[src/rtl/sdrc_req_buf.sv]
// sdrc_req_buf: request FIFO between the application and the SDRAM request
// generator. Each accepted request gets a rolling transfer ID. The head
// entry is offered on a req/req_ack handshake, so bank-controller
// backpressure never reaches the application directly. Zero-length
// requests are acknowledged, consume no ID, and are dropped with a pulse.
module sdrc_req_buf #(
  parameter int APP_AW = 30,
  parameter int APP_RW = 9,
  parameter int ID_W   = 4,
  parameter int DEPTH  = 4,
  parameter int PTR_W  = 2
) (
  input  logic              clk,
  input  logic              reset_n,
  input  logic              app_req,
  input  logic [APP_AW-1:0] app_req_addr,
  input  logic [APP_RW-1:0] app_req_len,
  input  logic              app_req_wr_n,
  input  logic              app_req_wrap,
  output logic              app_req_ack,
  output logic [ID_W-1:0]   app_req_id,
  output logic              req,
  output logic [ID_W-1:0]   req_id,
  output logic [APP_AW-1:0] req_addr,
  output logic [APP_RW-1:0] req_len,
  output logic              req_wr_n,
  output logic              req_wrap,
  input  logic              req_ack,
  output logic [PTR_W:0]    buf_cnt,
  output logic              buf_full,
  output logic              buf_empty,
  output logic              drop_zero
);

  localparam int ENTRY_W = ID_W + APP_AW + APP_RW + 2;
  localparam logic [PTR_W:0] FULL_CNT = DEPTH[PTR_W:0];

  logic [ENTRY_W-1:0] mem_q [DEPTH];

  logic [PTR_W-1:0] wr_ptr_q, wr_ptr_d;
  logic [PTR_W-1:0] rd_ptr_q, rd_ptr_d;
  logic [PTR_W:0]   cnt_q, cnt_d;
  logic [ID_W-1:0]  id_q, id_d;
  logic             drop_q, drop_d;

  logic push;
  logic pop;

  // Full is judged on the current count only; a same-cycle pop never makes
  // room for a push, which keeps app_req_ack independent of req_ack.
  assign buf_full    = (cnt_q == FULL_CNT);
  assign buf_empty   = (cnt_q == '0);
  assign buf_cnt     = cnt_q;
  assign app_req_ack = app_req & ~buf_full;
  assign app_req_id  = id_q;
  assign drop_zero   = drop_q;

  assign push = app_req_ack & (|app_req_len);
  assign pop  = req & req_ack;

  // Head entry comes straight from storage; it only moves when rd_ptr does.
  assign req = ~buf_empty;
  assign {req_id, req_addr, req_len, req_wr_n, req_wrap} = mem_q[rd_ptr_q];

  // Next-state for pointers, count, ID counter and the drop pulse.
  always_comb begin
    wr_ptr_d = wr_ptr_q;
    rd_ptr_d = rd_ptr_q;
    cnt_d    = cnt_q;
    id_d     = id_q;
    drop_d   = app_req_ack & ~(|app_req_len);
    if (push) begin
      wr_ptr_d = wr_ptr_q + 1'b1;
      id_d     = id_q + 1'b1;
    end
    if (pop) begin
      rd_ptr_d = rd_ptr_q + 1'b1;
    end
    case ({push, pop})
      2'b10:   cnt_d = cnt_q + 1'b1;
      2'b01:   cnt_d = cnt_q - 1'b1;
      default: cnt_d = cnt_q;
    endcase
  end

  // Control state register; reset discards everything queued.
  always_ff @(posedge clk) begin
    if (!reset_n) begin
      wr_ptr_q <= '0;
      rd_ptr_q <= '0;
      cnt_q    <= '0;
      id_q     <= '0;
      drop_q   <= 1'b0;
    end else begin
      wr_ptr_q <= wr_ptr_d;
      rd_ptr_q <= rd_ptr_d;
      cnt_q    <= cnt_d;
      id_q     <= id_d;
      drop_q   <= drop_d;
    end
  end

  // Entry storage is not reset; validity is tracked by the count alone.
  always_ff @(posedge clk) begin
    if (push) begin
      mem_q[wr_ptr_q] <= {id_q, app_req_addr, app_req_len, app_req_wr_n, app_req_wrap};
    end
  end

endmodule

[config.mk]
export PLATFORM = sky130hd
export DESIGN_NAME = sdrc_req_buf
export DESIGN_NICKNAME = d
export VERILOG_FILES = /design/src/rtl/sdrc_req_buf.sv
export SDC_FILE = /design/constraint.sdc
export NUM_CORES = 1
export LEC_CHECK = 0
export CELL_PAD_IN_SITES_DETAIL_PLACEMENT = 1
export CELL_PAD_IN_SITES_GLOBAL_PLACEMENT = 1
export CORE_UTILIZATION = 57
export CTS_BUF_LIST = sky130_fd_sc_hd__clkbuf_4
export CTS_CLUSTER_SIZE = 14
export DETAILED_ROUTE_END_ITERATION = 16
export DONT_BUFFER_PORTS = 1
export GPL_TIMING_DRIVEN = 0
export PLACE_DENSITY = 0.82
export SLEW_MARGIN = 20
export SYNTH_ARGS = -nofsm -noshare
export SYNTH_HDL_FRONTEND = slang
export SYNTH_SLANG_ARGS = --single-unit
export TNS_END_PERCENT = 1
[constraint.sdc]
create_clock -name clk -period 3.6 [get_ports clk]
set_input_delay 0.72 -clock clk [delete_from_list [all_inputs] [get_ports clk]]
set_output_delay 0.72 -clock clk [all_outputs]
set_load 0.02 [all_outputs]
==> results.yml, run 1 <==
clocking:
  insertion_delay_ns: 0.56
  ctsResizeCount: 0
  h-tree-depth: 4
  post_cts_buffers: 0
  hold_buffers: 0
  cts_tree: "done"
  clockRootBuffer: "clkbuf_4"
  cts_sinks: 194
  cts_max_path_buffers: 2
  cts_buffers: 17
  cts.clk_slew.worst_paths_ns: 0.14
synthesis:
  synth_cell_type_count: 30
  yosys_warnings: 0
  synth_cells: 314
  ys_ff_latch: 194
  syn_area_um2: 7213
  ys_seq_area_frac: 0.7882
  synth_nets: 366
  syn_area_per_cell_um2: 22.97
die:
  initial_utilization: 0.5931
  io_pins: 102
  core_area_um2: 12160
  die_w_um: 114.5
  die_h_um: 114.5
  dieArea_um2: 13110
  rows: 40
layout:
  final_cells: 511
  drive_above_1_share: 0.2595
  syn2layout_area_growth_pct: 6.817
  finish.instance_area_um2: 7705
  post-route-util: 0.6335
  nFillCells: 999
  antennaDiodeCount: 0
  fin_nets: 385
timing:
  worstMarginPinSlew_ns: 0.7135
  skew_ns: 0.01522
  period_minus_slack_ns: 3.075
  fmax_ghz: 0.3252
  holdWs_ns: 0.2384
  maxSlewViolCount: 0
  rsz0062_at_grt: "false"
  hold_viol_final: 0
  fin_crit_sh: 0.8543
  setup_viol: 0
  slew_headroom: 0.5244
grt:
  grt_max_degree: 46
  grt_pass1_wl_mm: 18.31
  overflow: 0
  antenna_found_initial: 0
  grt_pass1_vias: 3275
  grt_util_all_layers: 0.2025
routing:
  route.detailed.drc: 0
  dr_total_vias: 2999
  routed_via_density: 5.869
  first_pass_iters: 4
  drt_iter0_markers: 134
  wire_per_inst_um: 23.69
  antenna_left: 0
  totalWireLength_mm: 12.11
place:
  dpl-instance-area_um2: 7433
  port_buffers: 0
  gp_congestion: 0.6764
  dp_hpwl_mm: 7.585
  placed_cells: 482
critical_path:
  cp.arrival_ns: 2.36
  critPathLaunchType: "flip-flop"
  crit_fanout: 10
  critPathKind: "reg -> out"
  r2r_setup_slack_ns: 0.82
  cp.required_ns: 2.88
  crit_path_end_kind: "primary output"
power:
  leakagePower_nw: 2.392
  vdd_drop_max_v: 0.0003717
  power.total_w: 0.005177
  powerDensity_nw_per_um2: 671.9
outcome:
  status: "completed"
hold_path:
  hold_class: "in -> reg"
flow_run:
  cap_violations: 0
-- where the power goes --
group	internal [W]	switching [W]	total (W)	leakage [nW]
registers	0.00269	0.0000951	0.00278	1.78
logic	0.000475	0.000794	0.00127	0.475
clock network	0.000462	0.000663	0.00112	0.142
-- cell type report --
class                           count  area [um^2]  area share
Multi-Input combinational cell    100         1456      0.1890
Sequential cell                   194         5685      0.7379
Clock buffer                       17        127.6     0.01656
Buffer                             11        47.55    0.006171
Clock inverter                     12        143.9     0.01867
Inverter                            9        33.78    0.004385
Tap cell                          168        210.2     0.02728
-- sequential cells by signal (all words and copies together), names as in the netlist, named ones only --
register and flops:
mem_q 180, app_req_id 4, buf_cnt 3, rd_ptr_q 2, wr_ptr_q 2, drop_zero 1
-- placed cells by master (no fill, tap or decap), types with 3 or more instances in the layout --
cell type / Yosys / routed
a21boi_1: 4 / 4
and2_1: 9 / 5
and2_4: 0 / 4
buf_2: 5 / 5
bufinv_16: 0 / 3
clkbuf_1: 4 / 4
clkbuf_4: 0 / 17
clkinv_1: 0 / 3
dfxtp_1: 14 / 14
edfxtp_1: 180 / 180
ha_1: 6 / 6
inv_1: 9 / 9
mux4_2: 45 / 45
nand2_1: 6 / 6
o21ai_1: 3 / 3
or3_1: 3 / 3
or3_2: 3 / 3
-- routing by layer --
layer / vias to the layer above / global-route usage / wire length [um]
met4: 0 / 0.09091 / 215
met1: 1564 / 0.2397 / 4817
met3: 17 / 0.07941 / 882
met5: - / 0 / 0
li1: 1333 / - / -
met2: 85 / 0.3301 / 6193
-- worst paths after layout --
kind                                  from                       end  depth (start not counted)
setup / recovery                 flip-flop               req_addr[3]                          3
hold / removal            app_req_addr[14]    mem_q[3][25]$_DFFE_PP_                          0
setup reg to reg   buf_cnt[2]$_SDFFE_PN0P_   buf_cnt[2]$_SDFFE_PN0P_                         10
hold reg to reg   wr_ptr_q[1]$_SDFFE_PN0P_  wr_ptr_q[1]$_SDFFE_PN0P_                          2
-- worst max-delay path: stages (launching register included) --
cell      delay, ns
dfxtp_1        0.33
clkbuf_1       0.42
clkbuf_1       0.54
mux4_2         0.50
-- Yosys cell counts --
| cell type | count | area share |
|---|---|---|
| or3b_2 | 1 | 0.0012 |
| edfxtp_1 | 180 | 0.75 |
| a21boi_1 | 4 | 0.0042 |
| or3_2 | 3 | 0.0031 |
| nor4_4 | 1 | 0.0029 |
| o21ai_0 | 2 | 0.0014 |
| buf_1 | 2 | 0.0010 |
| mux2i_1 | 2 | 0.0028 |
| nor2_4 | 1 | 0.0016 |
| or4_4 | 1 | 0.0016 |
| buf_2 | 5 | 0.0035 |
| o21ai_1 | 3 | 0.0021 |
| and2_1 | 9 | 0.0078 |
| and3_1 | 1 | 0.00087 |
| nand2_2 | 1 | 0.00087 |
| nand3_1 | 2 | 0.0014 |
| fa_1 | 1 | 0.0028 |
| a21boi_0 | 1 | 0.0010 |
| o31a_1 | 1 | 0.0012 |
| xor2_1 | 2 | 0.0024 |
| ha_1 | 6 | 0.010 |
| clkbuf_1 | 4 | 0.0021 |
| mux4_2 | 45 | 0.14 |
| o31ai_1 | 1 | 0.0010 |
| or3_1 | 3 | 0.0026 |
| dfxtp_1 | 14 | 0.039 |
| nand2_1 | 6 | 0.0031 |
| or4_2 | 1 | 0.0012 |
| xnor2_1 | 2 | 0.0024 |
| inv_1 | 9 | 0.0047 |
-- kinds of logic after synthesis --
logic type,Yosys count,synth area share
xor gates and xnor gates,4,0.004858
DFF,194,0.7882
and+or+nand+nor,30,0.02827
buffers and inverters,20,0.01127
adders and majority gates,7,0.01318
AOI/OAI and AO/OA,12,0.01093
muxes,47,0.1433
-- stage by stage --
step / TNS (ns) / worst slack [ns]
after floorplan: 0 / 0.5424
after global placement: -0.1699 / -0.004977
after detailed placement: 0 / 0.1279
after CTS: 0 / 0.3823
after global routing: 0 / 0.3240
final: 0 / 0.5246
Power figures use the tool's default switching activity.
==> inputs of run 2 (changes only) <==
CORE_UTILIZATION = 60   (was 57)
PLACE_DENSITY = 0.86   (was 0.82)
clock period = 3.7 ns   (was 3.6 ns; I/O delays follow)
==> results.yml, run 2 (synthesis results as in run 1) <==
layout:
  final_common_cell: "edfxtp_1"
  antennaDiodeCount: 0
  fin_nets: 385
  drive_above_1_share: 0.2661
  multi_input_area_um2: 1456
  final_cell_mix: "edfxtp_1 (180), mux4_2 (45), clkbuf_4 (22)"
  syn2layout_area_growth_pct: 5.776
  nFillCells: 869
  largest_reg_flops: 180
  top_register: "mem_q"
  register_area_um2: 5685
grt:
  grt_util_all_layers: 0.2106
  grt_pass1_vias: 3355
  antenna_found_initial: 0
  overflow: 0
  grt_max_degree: 46
  grt_pass1_wl_mm: 18.69
critical_path:
  critPathLaunchType: "flip-flop"
  timing.rr.start: "buf_cnt[2]$_SDFFE_PN0P_"
  crit_path_end_kind: "primary output"
  critPathKind: "reg -> out"
  cp.arrival_ns: 2.37
  cp.required_ns: 2.96
  crit_fanout: 10
timing:
  slew_headroom: 0.5296
  skew_ns: 0.01303
  fmax_ghz: 0.3219
  period_minus_slack_ns: 3.106
  maxSlewViolCount: 0
  setup_viol: 0
  final.setup.tns_ns: 0
  hold_viol_final: 0
  worstMarginPinSlew_ns: 0.7055
  fin_crit_sh: 0.8395
  finalWorstSetupSlack_ns: 0.5939
  holdWs_ns: 0.2422
  rsz0062_at_grt: "false"
die:
  io_pins: 102
  dieArea_um2: 12460
  initial_utilization: 0.6237
  die_h_um: 111.6
  die_w_um: 111.6
  core_area_um2: 11560
  rows: 39
routing:
  dr_total_vias: 3089
  first_pass_iters: 11
  wire_per_inst_um: 25.00
  drt_iter0_markers: 245
  antenna_left: 0
  route.detailed.drc: 6
  totalWireLength_mm: 12.12
  routed_via_density: 6.369
power:
  power.total_w: 0.004951
  powerDensity_nw_per_um2: 648.8
  leakagePower_nw: 2.374
  vdd_drop_max_v: 0.0005578
clocking:
  cts_max_path_buffers: 2
  insertion_delay_ns: 0.57
  clockRootBuffer: "clkbuf_4"
  cts_tree: "done"
  ctsResizeCount: 0
  post_cts_buffers: 0
  cts_sinks: 194
  h-tree-depth: 4
  hold_buffers: 0
  cts.clk_slew.worst_paths_ns: 0.14
  cts_buffers: 17
place:
  dp_hpwl_mm: 7.324
  gp_congestion: 0.7005
  dpl_worst_slack_ns: 0.3149
  port_buffers: 0
hold_path:
  worstHoldStart: "app_req_addr[9]"
  hold_class: "in -> reg"
flow_run:
  cap_violations: 0
outcome:
  violations: "DRC"
  status: "finished, violations left"
[run 2: worst paths after layout]
check	slack (ns)	depth (start not counted)	endpoint
worst max-delay path	0.59	3	req_addr[29]
worst min-delay path	0.24	0	mem_q[0][20]$_DFFE_PP_
worst max register to register	0.94	10	buf_cnt[2]$_SDFFE_PN0P_
worst min register to register	0.54	2	wr_ptr_q[1]$_SDFFE_PN0P_
[run 2: report_power, final]
part	leakage [nW]	internal (W)	switching (W)
registers	1.78	0.00262	0.0000976
logic	0.475	0.000463	0.000779
clock network	0.124	0.000353	0.000641
[run 2: per-stage QoR]
stage / instance area, um^2 / std cells / utilization
floorplan: 7213 / 314 / -
global placement: 7392 / 457 / 0.6392
detailed placement: 7402 / 457 / 0.6401
CTS: 7630 / 485 / 0.6597
global route: 7630 / 485 / 0.6597
finish: 7630 / 485 / 0.6597
[run 2: routing by layer]
layer  track usage  share of wire  routed length (um)
met3       0.07240          0.072                 872
met5             0              0                   0
met4       0.09640          0.015                 179
met2        0.3416           0.50                6113
met1        0.2582           0.41                4957
[run 2: final cells by class]
cell class | count | share of cell area
Tap cell | 143 | 0.02345
Multi-Input combinational cell | 100 | 0.1909
Clock inverter | 6 | 0.008199
Clock buffer | 22 | 0.02165
Buffer | 11 | 0.006232
Inverter | 9 | 0.004428
Sequential cell | 194 | 0.7452
[run 2: critical path: stages (launching register included)]
cell and delay, ns:
dfxtp_1 0.33, clkbuf_1 0.38, buf_1 0.57, mux4_2 0.50
